File: config.mk
export PLATFORM = sky130hd
export DESIGN_NAME = bus_arbiter_6502
export DESIGN_NICKNAME = d
export VERILOG_FILES = /design/src/rtl/bus6502_pkg.sv /design/src/rtl/arb_burst_ctr.sv /design/src/rtl/bus_arbiter_6502.sv
export SDC_FILE = /design/constraint.sdc
export NUM_CORES = 1
export LEC_CHECK = 0
export BUFFER_PORTS_ARGS = -buffer_cell sky130_fd_sc_hd__buf_2
export CAP_MARGIN = 20
export CORE_MARGIN = 4
export CORE_UTILIZATION = 30
export CTS_BUF_LIST = sky130_fd_sc_hd__clkbuf_8
export DETAILED_ROUTE_END_ITERATION = 16
export PLACE_DENSITY = 0.93
export SKIP_CTS_REPAIR_TIMING = 1
export SLEW_MARGIN = 10
export SYNTH_ARGS = -nofsm -noshare
export SYNTH_HDL_FRONTEND = slang
export SYNTH_HIERARCHICAL = 1
export SYNTH_SLANG_ARGS = --single-unit
File: constraint.sdc
create_clock -name clk -period 1.4 [get_ports clk]
set_clock_uncertainty 0.15 [all_clocks]
set_input_delay 0 -clock clk [delete_from_list [all_inputs] [get_ports clk]]
set_output_delay 0 -clock clk [all_outputs]
set_load 0.05 [all_outputs]
File: src/rtl/bus6502_pkg.sv
// bus6502_pkg -- shared definitions for the 6502 bus arbiter.
//
// Contents:
//   arb_state_t        arbiter FSM state encoding (S_CPU, S_DMA, S_RESUME)
//   DMA_BURST_DEFAULT  default maximum DMA accesses per grant
//   BURST_W            width of the burst counter (holds 1..255)
//
// Configuration macro: ARB_BURST_LIMIT_EN (consumed by the arbiter and the
// burst counter, not by this package).
package bus6502_pkg;

    typedef enum logic [1:0] {
        S_CPU    = 2'd0,  // CPU owns the bus
        S_DMA    = 2'd1,  // secondary master owns the bus, CPU stalled
        S_RESUME = 2'd2   // CPU address re-presented, read data in flight
    } arb_state_t;

    localparam int DMA_BURST_DEFAULT = 16;
    localparam int BURST_W           = 8;

endpackage

File: src/rtl/arb_burst_ctr.sv
// arb_burst_ctr -- counts DMA accesses within one grant.
//
// Ports:
//   clk        in   system clock, rising edge
//   reset      in   synchronous, active-high
//   clear      in   restart counting (asserted on entry to S_DMA)
//   enable     in   one DMA access is being issued this cycle
//   limit_hit  out  the access issued this cycle is number LIMIT (or later)
//
// The counter saturates at its all-ones value instead of wrapping.
// Configuration macro: ARB_BURST_LIMIT_EN -- the module only exists when
// burst limiting is built in, so the default build carries no counter.
`ifdef ARB_BURST_LIMIT_EN
module arb_burst_ctr
    import bus6502_pkg::*;
#(
    parameter int LIMIT = DMA_BURST_DEFAULT
) (
    input  logic clk,
    input  logic reset,
    input  logic clear,
    input  logic enable,
    output logic limit_hit
);

    localparam logic [BURST_W-1:0] LIMIT_M1 = BURST_W'(LIMIT - 1);
    localparam logic [BURST_W-1:0] CNT_MAX  = '1;

    logic [BURST_W-1:0] count;

    // NOTE: sequential state is only ever assigned with <= so every flop
    // samples its inputs from before the edge, independent of block order.
    always_ff @(posedge clk) begin
        if (reset || clear) begin
            count <= '0;
        end else if (enable && count != CNT_MAX) begin
            count <= count + 1'b1;
        end
    end

    // count holds the number of accesses already completed in this grant,
    // so the access issued now is number count+1.
    assign limit_hit = enable && (count >= LIMIT_M1);

endmodule
`endif

File: src/rtl/bus_arbiter_6502.sv
// bus_arbiter_6502 -- shares one memory bus between a 6502 CPU and a
// secondary master (loader/DMA). The CPU is stalled through RDY while the
// DMA owns the bus, and its held read address is re-presented for one cycle
// before RDY returns so the registered memory delivers the right byte.
//
// Ports:
//   clk, reset                    clock (rising edge), sync active-high reset
//   cpu_ab/cpu_do/cpu_we          CPU address, write data, write enable
//   cpu_di, cpu_rdy               CPU read data, CPU ready (low = stall)
//   dma_req                       DMA request, level-held
//   dma_ab/dma_do/dma_we          DMA address, write data, write enable
//   dma_gnt                       DMA owns the bus this cycle
//   dma_ack, dma_di               previous DMA access done, its read data
//   mem_ab/mem_do/mem_we, mem_di  shared memory bus (mem_di one cycle late)
//
// Configuration macro: ARB_BURST_LIMIT_EN -- when defined, a grant ends after
// DMA_BURST accesses and the CPU gets at least one cycle before the next
// grant; when undefined the DMA keeps the bus until it drops dma_req.
module bus_arbiter_6502
    import bus6502_pkg::*;
#(
    parameter int DMA_BURST = DMA_BURST_DEFAULT
) (
    input  logic        clk,
    input  logic        reset,
    input  logic [15:0] cpu_ab,
    input  logic [7:0]  cpu_do,
    input  logic        cpu_we,
    output logic [7:0]  cpu_di,
    output logic        cpu_rdy,
    input  logic        dma_req,
    input  logic [15:0] dma_ab,
    input  logic [7:0]  dma_do,
    input  logic        dma_we,
    output logic        dma_gnt,
    output logic        dma_ack,
    output logic [7:0]  dma_di,
    output logic [15:0] mem_ab,
    output logic [7:0]  mem_do,
    output logic        mem_we,
    input  logic [7:0]  mem_di
);

    arb_state_t state;

    logic start_dma;   // grant at this edge: only while the CPU is reading
    logic access;      // a DMA access is issued this cycle
    logic burst_done;  // the access issued this cycle ends the grant

    assign start_dma = (state == S_CPU) && dma_req && !cpu_we;
    assign access    = (state == S_DMA) && dma_req;

`ifdef ARB_BURST_LIMIT_EN
    arb_burst_ctr #(
        .LIMIT(DMA_BURST)
    ) u_burst_ctr (
        .clk      (clk),
        .reset    (reset),
        .clear    (start_dma),
        .enable   (access),
        .limit_hit(burst_done)
    );
`else
    // No burst limit: for any legal DMA_BURST (1..255) this folds to 0.
    assign burst_done = (DMA_BURST == 0);
`endif

    always_ff @(posedge clk) begin
        if (reset) begin
            state   <= S_CPU;
            cpu_rdy <= 1'b1;
            dma_gnt <= 1'b0;
            dma_ack <= 1'b0;
        end else begin
            dma_ack <= access;
            case (state)
                S_CPU: begin
                    if (start_dma) begin
                        state   <= S_DMA;
                        cpu_rdy <= 1'b0;
                        dma_gnt <= 1'b1;
                    end
                end
                S_DMA: begin
                    if (!dma_req || burst_done) begin
                        state   <= S_RESUME;
                        dma_gnt <= 1'b0;
                    end
                end
                S_RESUME: begin
                    state   <= S_CPU;
                    cpu_rdy <= 1'b1;
                end
                default: begin
                    state   <= S_CPU;
                    cpu_rdy <= 1'b1;
                    dma_gnt <= 1'b0;
                end
            endcase
        end
    end

    // Bus steering. S_RESUME presents the CPU's held read address again.
    // NOTE: every output gets a default before the case so no path through
    // the block leaves a signal unassigned, which would infer a latch.
    always_comb begin
        mem_ab = cpu_ab;
        mem_do = cpu_do;
        mem_we = cpu_we;
        if (state == S_DMA) begin
            mem_ab = dma_ab;
            mem_do = dma_do;
            mem_we = dma_we && dma_req;  // no write once the request is gone
        end
    end

    // Memory data is registered, so both masters simply watch mem_di; each
    // qualifies it with its own strobe (cpu_rdy, dma_ack).
    assign cpu_di = mem_di;
    assign dma_di = mem_di;

endmodule

Yosys cells after proc, flatten, opt, wreduce, memory -nomap -nowiden. Cells that the tools add are included.

Latch bits: 0. Input port bits: 61. Memory bits (read-only): 0. Flip-flop bits (word level): 5. Memories kept: 0. Logic and storage cells: 30. Memory bits (writable): 0.

Equal/unequal tests: 4. Shift-type cells: 0. Bitwise logic cells: 2. Add/subtract/negate cells: 0. Multiplexer cells: 11. Multiply operators: 0. Reduce and logical (&&, ||, !) cells: 9. Div/mod/pow operators: 0. $lt $le $gt $ge: 0.

Operator list (number): two-way mux 16 bit (1); two-way mux 8 bit (1); logical AND 1 bit (4); two-way mux 1 bit (4); two-way mux 2 bit (2); != test 2 bit, second input constant (2); one-hot mux 2 bit (2 select lines) (1); AND reduction 2 bit (2); one-hot mux 1 bit (3 select lines) (1); AND reduction 3 bit (1); equality test 2 x 1 -> 1 bit, second input constant (1); equality test 2 bit, second input constant (1); logical NOT 2 bit (1); NOT 1 bit (2); one-hot mux 1 bit (2 select lines) (1); logical NOT 1 bit (1).

Depth between registers and ports, before layout.
Depth in word-level cells: 5. Depth in mapped cells: 4.

Least setup slack after synthesis. Ideal clock, no wire load.

Path kind: register to output. Start point: register state[1]. End point: output mem_we. Required time: 1.250 ns. Buffers on the path: 2. Stages on the path, launching flop included: 5. Setup slack: -0.303 ns. Data arrival time: 1.553 ns. Cells stage by stage: dfxtp_1 > nand2b_1 > buf_6 > buf_12 > mux2i_1.

Word-level cells in the longest chain between the ends: 2.

RTL lines: start, declared (RTL line bus_arbiter_6502.sv:44) `arb_state_t state;`; start signal, assigned (RTL line bus_arbiter_6502.sv:70) `state <= S_CPU;`; start signal, assigned (RTL line bus_arbiter_6502.sv:79) `state <= S_DMA;`; start signal, assigned (RTL line bus_arbiter_6502.sv:86) `state <= S_RESUME;`; equality test 2 x 1 -> 1 bit (RTL line bus_arbiter_6502.sv:110) `if (state == S_DMA) begin`; two-way mux 1 bit (RTL line bus_arbiter_6502.sv:110); end, declared (RTL line bus_arbiter_6502.sv:40) `output logic mem_we,`.

No other way between the ends.

Worst setup path in the final report.
Start point: register state[1]. End point: output mem_do[3].

Word-level cells in the longest chain between the ends: 2.

RTL lines: equality test 2 x 1 -> 1 bit (RTL line bus_arbiter_6502.sv:110); two-way mux 8 bit (RTL line bus_arbiter_6502.sv:110); end, declared (RTL line bus_arbiter_6502.sv:39) `output logic [7:0] mem_do,`.

No other way between the ends.

==> flow_summary_export.csv <==
group,metric,value,unit
die,die_height,56.2,um
placed_design,placement.io_buffers,80,
die,start_util,0.314,
synthesis,syn-mean-instance-area,11.2,um^2
setup_path,critical_path_arrival,1.37,ns
synthesis,synthesis.nets,123,
synthesis,post_synth_edffs,0,
flow_run,cap_viol_max_count,0,
sta,period_share,1.09,
die,placementRows,17,
die,floorplan.io_pins,105,
worst_hold_path,worstHoldPathCells,3,
sta,whs,0.198,ns
cts,clkSinkCount,5,
setup_path,cp_data_required_time,1.25,ns
cts,clockRootBuffer,"sky130_fd_sc_hd__clkbuf_8",
sta,final-setup-viol-count,25,
routing,drtIter0Drc,9,
sta,slew_headroom,0.327,
sta,fmax,657,MHz
layout,layout-area-overhead-vs-synth,112,%
setup_path,cp_max_fo,5,
layout,antenna_cells,0,
grt,largest_net_degree_at_the_start_of_global_routing,21,
synthesis,synth-seq-area-share,0.144,
synthesis,yosysUniqueCellTypes,17,
cts,tritoncts.num_buffers,3,
synthesis,synth-warning-count,6,
grt,first_global_vias,746,
synthesis,largest_area_contributor_in_the_synthesized_netlist,"sky130_fd_sc_hd__mux2_4",
die,fp.coreArea,0.00221,mm^2
cts,clock_path_buffers,2,
synthesis,synthMostInstantiatedCell,"sky130_fd_sc_hd__mux2_4",
sta,worst_pin_slew,1.01,ns
cts,tritoncts,"done",
sta,final-max-slew-violation-count,0,
synthesis,synth.top_cells.by_count,"sky130_fd_sc_hd__mux2_4, sky130_fd_sc_hd__buf_4, sky130_fd_sc_hd__mux2_2, sky130_fd_sc_hd__dfxtp_1, sky130_fd_sc_hd__nor3b_1",
synthesis,synth_top_cell_area_share,0.367,
grt,antenna_found_initial,0,
setup_path,cpPeakStageDelay,0.32,ns
synthesis,postSynthCellCount,62,
cts,clock_insertion_delay_worst_skew,0.23,ns
routing,antenna_violating_nets_post_route,0,
routing,detail_route.first_pass.iterations,4,
sta,post-route-worst-setup-slack,-0.121,ns
setup_path,path_cells,"nand2b_4 -> clkbuf_16 -> mux2_4 -> buf_8",
grt,global_route_wire_length_before_repair,3.33,mm
routing,drt_drc_violations_left,0,
setup_path,cpMaxStageDelayCell,"sky130_fd_sc_hd__dfxtp_2",
routing,drt-vias-per-instance,4.55,
setup_path,startpoint_to_endpoint_class_of_the_critical_path,"flop to output pin",
sta,grt_setup_unrepaired,"true",
synthesis,netlist_top_cells_area,"sky130_fd_sc_hd__mux2_4, sky130_fd_sc_hd__buf_4, sky130_fd_sc_hd__dfxtp_1, sky130_fd_sc_hd__mux2_2, sky130_fd_sc_hd__buf_12",
synthesis,synth.cell_area,696,um^2
layout,final_layout_size_suffix_gt1_frac,0.826,
layout,finish.net_count,206,
die,dieWidth,56.2,um
layout,layoutNonFillerInstCount,172,
setup_path,worst_setup_path_start_kind,"flop",
synthesis,synth-seq-cells,5,
power_and_ir_drop,power_per_cell_area,802,mW/mm^2
setup_path,setup.worst_path.end_class,"output pin",
routing,vias,783,
grt,grt_overflow,0,
setup_path,worstReg2RegStart,"state[0]",
worst_hold_path,hold_path_startpoint,"cpu_ab[1]",
routing,routed_wl,2.63,mm
grt,grt_util_all_layers,0.132,
power_and_ir_drop,peakVddDrop,665,uV
sta,finalHoldViolations,0,
layout,final-seq-area,103,um^2
setup_path,crit-reg2reg-capture,"dma_gnt",
power_and_ir_drop,cellLeakagePower,0.831,nW
setup_path,reg2regPathDepth,3,
layout,multi_input_comb_area,463,um^2
worst_hold_path,worst_hold_path_type,"input port to output pin",
routing,post_drt_wl_per_cell,15.3,um
synthesis,ys_dominant_reg_cell,"sky130_fd_sc_hd__dfxtp_1",
cts,clock_tree.htree_level_count,1,
status,outcome,"finished with violations",
placed_design,gp_congestion,0.744,
sta,fin_setup_tns,-2.50,ns
layout,filler_cell_count,172,
synthesis,async_reset_ff_frac,0,
die,die_footprint,0.00315,mm^2
placed_design,place_hpwl,1.92,mm
setup_path,regToRegSetupSlack,0.33,ns
cts,clkTransAtPathRegs,0.04,ns
sta,post-route-min-period,1.52,ns
worst_hold_path,hold_worst_path_end,"mem_ab[1]",
status,violated_checks,"negative setup slack",
placed_design,numPlacedInstances,154,
-- power breakdown --
part	internal [W]	leakage (nW)	switching, W
clock network	0.000192	0.0255	0.0000846
logic	0.000320	0.764	0.000430
registers	0.000151	0.0419	0.00000594
total	0.000664	0.831	0.000521
-- kinds of logic after synthesis --
kind of cell           synth area share
DFF                               0.144
and+or+nand+nor                  0.0593
buffers and inverters             0.257
muxes                             0.495
AOI/OAI and AO/OA                0.0450
-- through the flow --
step / total power (W) / utilization / worst slack [ns] / cell area, um^2
floorplan: 0.000640 / - / 0.123 / 708
global placement: 0.000642 / 0.455 / 0.0493 / 1010
detailed placement: 0.000647 / 0.455 / 0.0114 / 1010
CTS: 0.000929 / 0.476 / -0.237 / 1050
global route: 0.00123 / 0.668 / -0.167 / 1480
finish: 0.00118 / 0.668 / -0.121 / 1480
-- layout by cell type, fill, tap and decap left out, types with 2 or more instances in the layout --
| cell type | n |
|---|---|
| sky130_fd_sc_hd__buf_2 | 55 |
| sky130_fd_sc_hd__mux2_4 | 24 |
| sky130_fd_sc_hd__buf_8 | 15 |
| sky130_fd_sc_hd__buf_6 | 12 |
| sky130_fd_sc_hd__dlygate4sd3_1 | 11 |
| sky130_fd_sc_hd__nor3b_1 | 3 |
| sky130_fd_sc_hd__clkbuf_8 | 3 |
| sky130_fd_sc_hd__dfxtp_1 | 3 |
| sky130_fd_sc_hd__inv_1 | 2 |
| sky130_fd_sc_hd__clkbuf_16 | 2 |
| sky130_fd_sc_hd__dfxtp_2 | 2 |
-- critical path: cells and delay by family (launching register included) --
kind	cells	cell delay (ns)
buffers and inverters	2	0.32
and+or+nand+nor	1	0.19
DFF	1	0.32
muxes	1	0.31
-- state kept, by name (all words and copies together), names as in the netlist --
register  flops
state         2
cpu_rdy       1
dma_ack       1
dma_gnt       1
-- how the worst max path moves through the flow --
stage	from	to	cells after the start
finish	state[1]	mem_do[3]	4
global route	state[1]	mem_do[7]	4
CTS	state[1]	mem_do[1]	4
detailed placement	state[1]	mem_do[1]	4
global placement	state[1]	mem_do[3]	4
floorplan	state[1]	mem_we	4
-- cell type report --
| type | instances | share of cell area |
|---|---|---|
| clock buffer | 3 | 0.0279 |
| clock inverter | 1 | 0.00339 |
| inverter | 2 | 0.00508 |
| timing repair buffer | 97 | 0.557 |
| tap | 28 | 0.0237 |
| sequential | 5 | 0.0694 |
| multi-input combinational | 36 | 0.313 |
-- layer usage --
metal	vias up	wire length [um]	share of wire	GRT usage
met1	359	879	0.33	0.133
met5	-	0	0	0
met2	54	1490	0.57	0.245
met3	4	206	0.078	0.0394
li1	366	-	-	-
met4	0	48	0.018	0.0610
No activity file was read; power rests on OpenSTA's default activity.
